==> config.mk <==
export PLATFORM = sky130hd
export DESIGN_NAME = fifo_canal
export DESIGN_NICKNAME = d
export VERILOG_FILES = /design/src/rtl/fifo_canal.sv
export SDC_FILE = /design/constraint.sdc
export NUM_CORES = 1
export LEC_CHECK = 0
export CAP_MARGIN = 0
export CORE_UTILIZATION = 52
export CTS_CLUSTER_DIAMETER = 60
export DETAILED_ROUTE_END_ITERATION = 16
export GPL_ROUTABILITY_DRIVEN = 0
export HOLD_SLACK_MARGIN = 0.02
export PLACE_DENSITY = 0.79
export SLEW_MARGIN = 20
export SYNTH_ARGS = -nofsm -noshare
export SYNTH_HDL_FRONTEND = slang
export SYNTH_SLANG_ARGS = --single-unit
==> constraint.sdc <==
create_clock -name clk -period 2.9 [get_ports clk]
set_input_delay 0.58 -clock clk [delete_from_list [all_inputs] [get_ports clk]]
set_output_delay 0.58 -clock clk [all_outputs]
set_load 0.05 [all_outputs]
==> src/rtl/fifo_canal.sv <==
// Single-clock channel FIFO with registered read data and occupancy flags.
// Define FIFO_CANAL_ERROR_EN to build the sticky overflow/underflow error flag.
module fifo_canal #(
  parameter int DATA_WIDTH       = 6,
  parameter int ADDR_WIDTH       = 2,
  parameter int ALMOST_FULL_LVL  = 3,
  parameter int ALMOST_EMPTY_LVL = 1
) (
  input  logic                  clk,
  input  logic                  reset,
  input  logic                  push,
  input  logic [DATA_WIDTH-1:0] data_in,
  input  logic                  pop,
  output logic [DATA_WIDTH-1:0] data_out,
  output logic                  valid_out,
  output logic                  full,
  output logic                  empty,
  output logic                  almost_full,
  output logic                  almost_empty,
  output logic                  error
);

  localparam int DEPTH = 2 ** ADDR_WIDTH;
  localparam int CW    = ADDR_WIDTH + 1;

  localparam logic [CW-1:0] DEPTH_C = CW'(DEPTH);
  localparam logic [CW-1:0] AF_C    = CW'(ALMOST_FULL_LVL);
  localparam logic [CW-1:0] AE_C    = CW'(ALMOST_EMPTY_LVL);

  logic [DATA_WIDTH-1:0] mem [DEPTH];
  logic [ADDR_WIDTH-1:0] wr_ptr;
  logic [ADDR_WIDTH-1:0] rd_ptr;
  logic [CW-1:0]         count;
  logic [CW-1:0]         count_nxt;
  logic                  push_ok;
  logic                  pop_ok;

  // Pop frees a slot in the same cycle, so a full FIFO still takes a push.
  assign pop_ok  = pop && !empty;
  assign push_ok = push && (!full || pop_ok);

  always_comb begin
    count_nxt = count;
    unique case ({push_ok, pop_ok})
      2'b10:   count_nxt = count + 1'b1;
      2'b01:   count_nxt = count - 1'b1;
      default: count_nxt = count;
    endcase
  end

  always_ff @(posedge clk) begin
    if (push_ok && !reset) begin
      mem[wr_ptr] <= data_in;
    end
  end

  always_ff @(posedge clk) begin
    if (reset) begin
      wr_ptr    <= '0;
      rd_ptr    <= '0;
      count     <= '0;
      data_out  <= '0;
      valid_out <= 1'b0;
    end else begin
      count     <= count_nxt;
      valid_out <= pop_ok;
      if (push_ok) begin
        wr_ptr <= wr_ptr + 1'b1;
      end
      if (pop_ok) begin
        rd_ptr   <= rd_ptr + 1'b1;
        data_out <= mem[rd_ptr];
      end
    end
  end

  assign full         = (count == DEPTH_C);
  assign empty        = (count == '0);
  assign almost_full  = (count >= AF_C);
  assign almost_empty = (count <= AE_C);

`ifdef FIFO_CANAL_ERROR_EN
  logic err_q;

  always_ff @(posedge clk) begin
    if (reset) begin
      err_q <= 1'b0;
    end else if ((push && full && !pop) || (pop && empty)) begin
      err_q <= 1'b1;
    end
  end

  assign error = err_q;
`else
  assign error = 1'b0;
`endif

endmodule

==> run summary <==
WORST SETUP PATH
----------------------------------------------------------------------------------------
Crit path capture type ....................................................  output port
CP Class .................................................................. flip-flop to output port
Most frequent cell on the critical path ...................................         ha_1
Crit path arrival time ....................................................      2030 ps
List of cells traversed by the critical path .............................. ha_1 > ha_1 > nor2_1 > o21ai_0 > clkdlybuf4s50_1
Critical Path Source ......................................................     count[0]
Data required time at the worst endpoint ..................................      2320 ps
Peak fanout along the critical path .......................................            4
Startpoint of the most critical register-to-register path .................     count[0]
Startpoint Class ..........................................................    flip-flop
Slowest cell on the critical path ......................................... clkdlybuf4s50_1
Longest individual stage delay on the worst path ..........................       830 ps

GRT
----------------------------------------------------------------------------------------
Initial antenna violation count ...........................................            0
Overall overflow remaining after global route .............................            0
Vias in the first global route ............................................          985
Pin count of the biggest net entering global routing ......................           19
Global-route wire length before repair ....................................      4540 µm
Aggregate global-route resource usage .....................................        18.8%

ROUTING
----------------------------------------------------------------------------------------
Total wire length after detailed routing ..................................      2830 µm
Initial detailed-routing violation count ..................................           42
Post-DR wirelength/cell ...................................................      14.4 µm
Total number of vias ......................................................         1057
Avg Vias per Cell .........................................................         5.39
Number of nets still failing antenna checks after routing .................            0
Remaining DRCs ............................................................            0
Count of TritonRoute iterations in the first routing pass .................            4

FLOORPLAN
----------------------------------------------------------------------------------------
Initial core utilization ..................................................        54.8%
Total die area ............................................................  0.00342 mm²
X dimension of the die ....................................................      58.5 µm
Boundary pin count ........................................................           22
Die Height ................................................................      58.5 µm
Core Footprint ............................................................  0.00303 mm²
Site Rows .................................................................           20

LOGIC SYNTHESIS
----------------------------------------------------------------------------------------
Share of the synthesized area in the top cell type ........................        43.4%
Synth warnings ............................................................            0
Most numerous cell in the Yosys netlist ...................................     edfxtp_1
Fraction of the yosys area taken by sequential cells ......................        60.3%
Post-Synthesis Cells ......................................................          129
Synthesized netlist net count .............................................          149
Synthesized flop and latch total ..........................................           38
Leading post-synthesis cells by instance count ............................ 24 x edfxtp_1, 14 x dfxtp_1, 12 x a21oi_1
Number of distinct standard cells referenced by the synthesized netlist ...           28
Cell type with the largest total area after synthesis .....................     edfxtp_1
Average footprint of a synthesized cell ...................................     12.9 µm²
Share of synthesized registers carrying an async set or reset .............           0%
Post-synth EDFFs ..........................................................           24
Biggest area contributors in the synthesized netlist ...................... edfxtp_1 43%, dfxtp_1 17%, mux4_2 8.1%
Synth Cell Area ...........................................................  0.00166 mm²
Most common flop cell mapped by yosys .....................................     edfxtp_1

LAYOUT
----------------------------------------------------------------------------------------
Storage cell area .........................................................  0.00100 mm²
Core Util, Final ..........................................................        64.5%
Number of filler cells placed in the layout ...............................          228
Share of layout cells above drive strength 1 ..............................        11.8%
Multi-input gate area .....................................................      577 µm²
Antenna Diode Count .......................................................            0
Final-stage net count .....................................................          171
Synthesis-to-layout area growth ...........................................        17.7%

PWR
----------------------------------------------------------------------------------------
Power Dens Cells ..........................................................   864 mW/mm²
Static leakage ............................................................     0.702 nW
Power share of the combinational group ....................................        43.2%
Sw Ratio ..................................................................        41.2%
VDD IR-drop max ...........................................................       382 µV
Cell-internal power .......................................................   0.000992 W
Share of total power in the clock network .................................        15.3%
Fraction of power consumed by sequential logic ............................        41.4%
Power spent charging and discharging nets .................................   0.000695 W

CLOCK TREE
----------------------------------------------------------------------------------------
Clock tree from TritonCTS .................................................         done
Clock Sinks ...............................................................           38
Root buffer cell ..........................................................     clkbuf_4
H-Tree Depth ..............................................................            2
CTS clock-pin slew for the worst setup and hold paths .....................       110 ps
Insertion delay of the later-clocked pin in the worst-skew pair ...........       340 ps
Longest Clk Path Bufs .....................................................            2
Number of CTS-inserted buffers ............................................            5
Buffers inserted by post-CTS timing repair ................................            0

STA
----------------------------------------------------------------------------------------
Final worst setup slack ...................................................       288 ps
Worst slew pin tran .......................................................       651 ps
Hold Fails Final Rpt ......................................................            0
Max-slew violation count ..................................................            0
Setup_tns .................................................................         0 ps
Ratio of final minimum period to clock period .............................        90.1%
Minimum clock period after layout .........................................      2610 ps
Peak clock frequency supported by timing ..................................      383 MHz
Unrepaired setup endpoints after global routing ...........................        false
Setup clock skew after layout .............................................      11.7 ps
Rel. slew slack ...........................................................        56.5%
Final setup violation count ...............................................            0

PLACED DESIGN
----------------------------------------------------------------------------------------
Total of buffers placed on input and output ports .........................           20
Total half-perimeter wirelength after legalization and detailed placement .      2050 µm
Pre-CTS setup slack .......................................................       426 ps

STATUS
----------------------------------------------------------------------------------------
Outcome ................................................................... complete, no violations

MIN PATH
----------------------------------------------------------------------------------------
Hold WC Path Type ......................................................... flip-flop to flip-flop
Launch instance of the worst min-delay path ...............................  data_out[4]

JOB
----------------------------------------------------------------------------------------
Number of max-cap violations ..............................................            0

[worst max-delay path, delay by kind of cell, from the launching register on]
family                     cells  cell delay, ps
AOI/OAI and AO/OA              1              80
and+or+nand+nor                1              40
buffers and inverters          1             830
adders and majority gates      2             320
DFF                            1             420
[layout by cell type (no fill, tap or decap), drive strengths merged, types with 4 or more instances in the layout]
| cell | netlist | final |
|---|---|---|
| a21oi | 12 | 12 |
| buf | 4 | 4 |
| clkbuf | 5 | 5 |
| clkdlybuf4s50 | 0 | 19 |
| dfxtp | 14 | 14 |
| edfxtp | 24 | 24 |
| ha | 10 | 10 |
| inv | 9 | 9 |
| mux4 | 6 | 6 |
| nand3 | 9 | 9 |
| nor2 | 6 | 6 |
| nor3b | 4 | 4 |
| o21ai | 11 | 11 |
[power by group through the flow]
stage	Clock, W	Combinational [W]	Sequential [W]
3_5_place_dp	0	0.000729	0.000713
6_report	0.000259	0.000729	0.000699
3_3_place_gp	0	0.000710	0.000704
5_1_grt	0.000296	0.000790	0.000709
2_1_floorplan	0	0.000510	0.000758
4_1_cts	0.000266	0.000733	0.000701
[kinds of logic (layout without fill, tap and decap cells)]
logic type                 after synthesis  count (layout)  share of synthesized area, %
DFF                                     38              38                          60.3
and+or+nand+nor                         28              28                          9.50
AOI/OAI and AO/OA                       26              26                          8.30
buffers and inverters                   18              41                          4.90
adders and majority gates               10              10                          7.54
muxes                                    6               6                          8.14
xor gates and xnor gates                 2               2                          1.06
other                                    1               1                         0.226
[state kept, by name, indices dropped and copies added, names as in the netlist]
| name | count |
|---|---|
| valid_out | 1 |
| count | 3 |
| rd_ptr | 2 |
| wr_ptr | 2 |
| mem | 24 |
| data_out | 6 |
[what timing repair did]
item / CTS / global route
hold endpoints to repair: 0 / 0
hold buffers: 0 / 0
endpoints found under the setup margin: 0 / 1
resized for setup: 0 / 1
[layer usage]
layer	vias up	global-route usage (%)	wire length (µm)
li1	510	-	-
met1	515	23.8	1250
met2	30	30.2	1410
met3	2	6.81	150
met4	0	6.12	17
met5	-	0	0
[per-stage QoR]
step / total power (W) / hold slack, ps / instance area, µm² / std cells
global route: 0.00180 / 524 / 1950 / 196
finish: 0.00169 / 486 / 1950 / 196
CTS: 0.00170 / 484 / 1950 / 196
detailed placement: 0.00144 / 468 / 1900 / 188
floorplan: 0.00127 / 484 / 1660 / 129
global placement: 0.00141 / 466 / 1900 / 188
[layout make-up]
cell class / count / share of cell area [%]
Tap cell: 44 / 2.82
Inverter: 9 / 1.73
Clock buffer: 5 / 1.92
Multi-Input combinational cell: 73 / 29.5
Sequential cell: 38 / 51.2
Timing Repair Buffer: 24 / 11.9
Clock inverter: 3 / 0.833
[worst paths after layout]
check	endpoint	slack [ps]	cells after the start
min	data_out[4]	490	2
max	almost_full	290	5
max reg2reg	count[1]	870	9
min reg2reg	data_out[4]	490	2
Note: power is estimated with default switching activity, not from simulation.
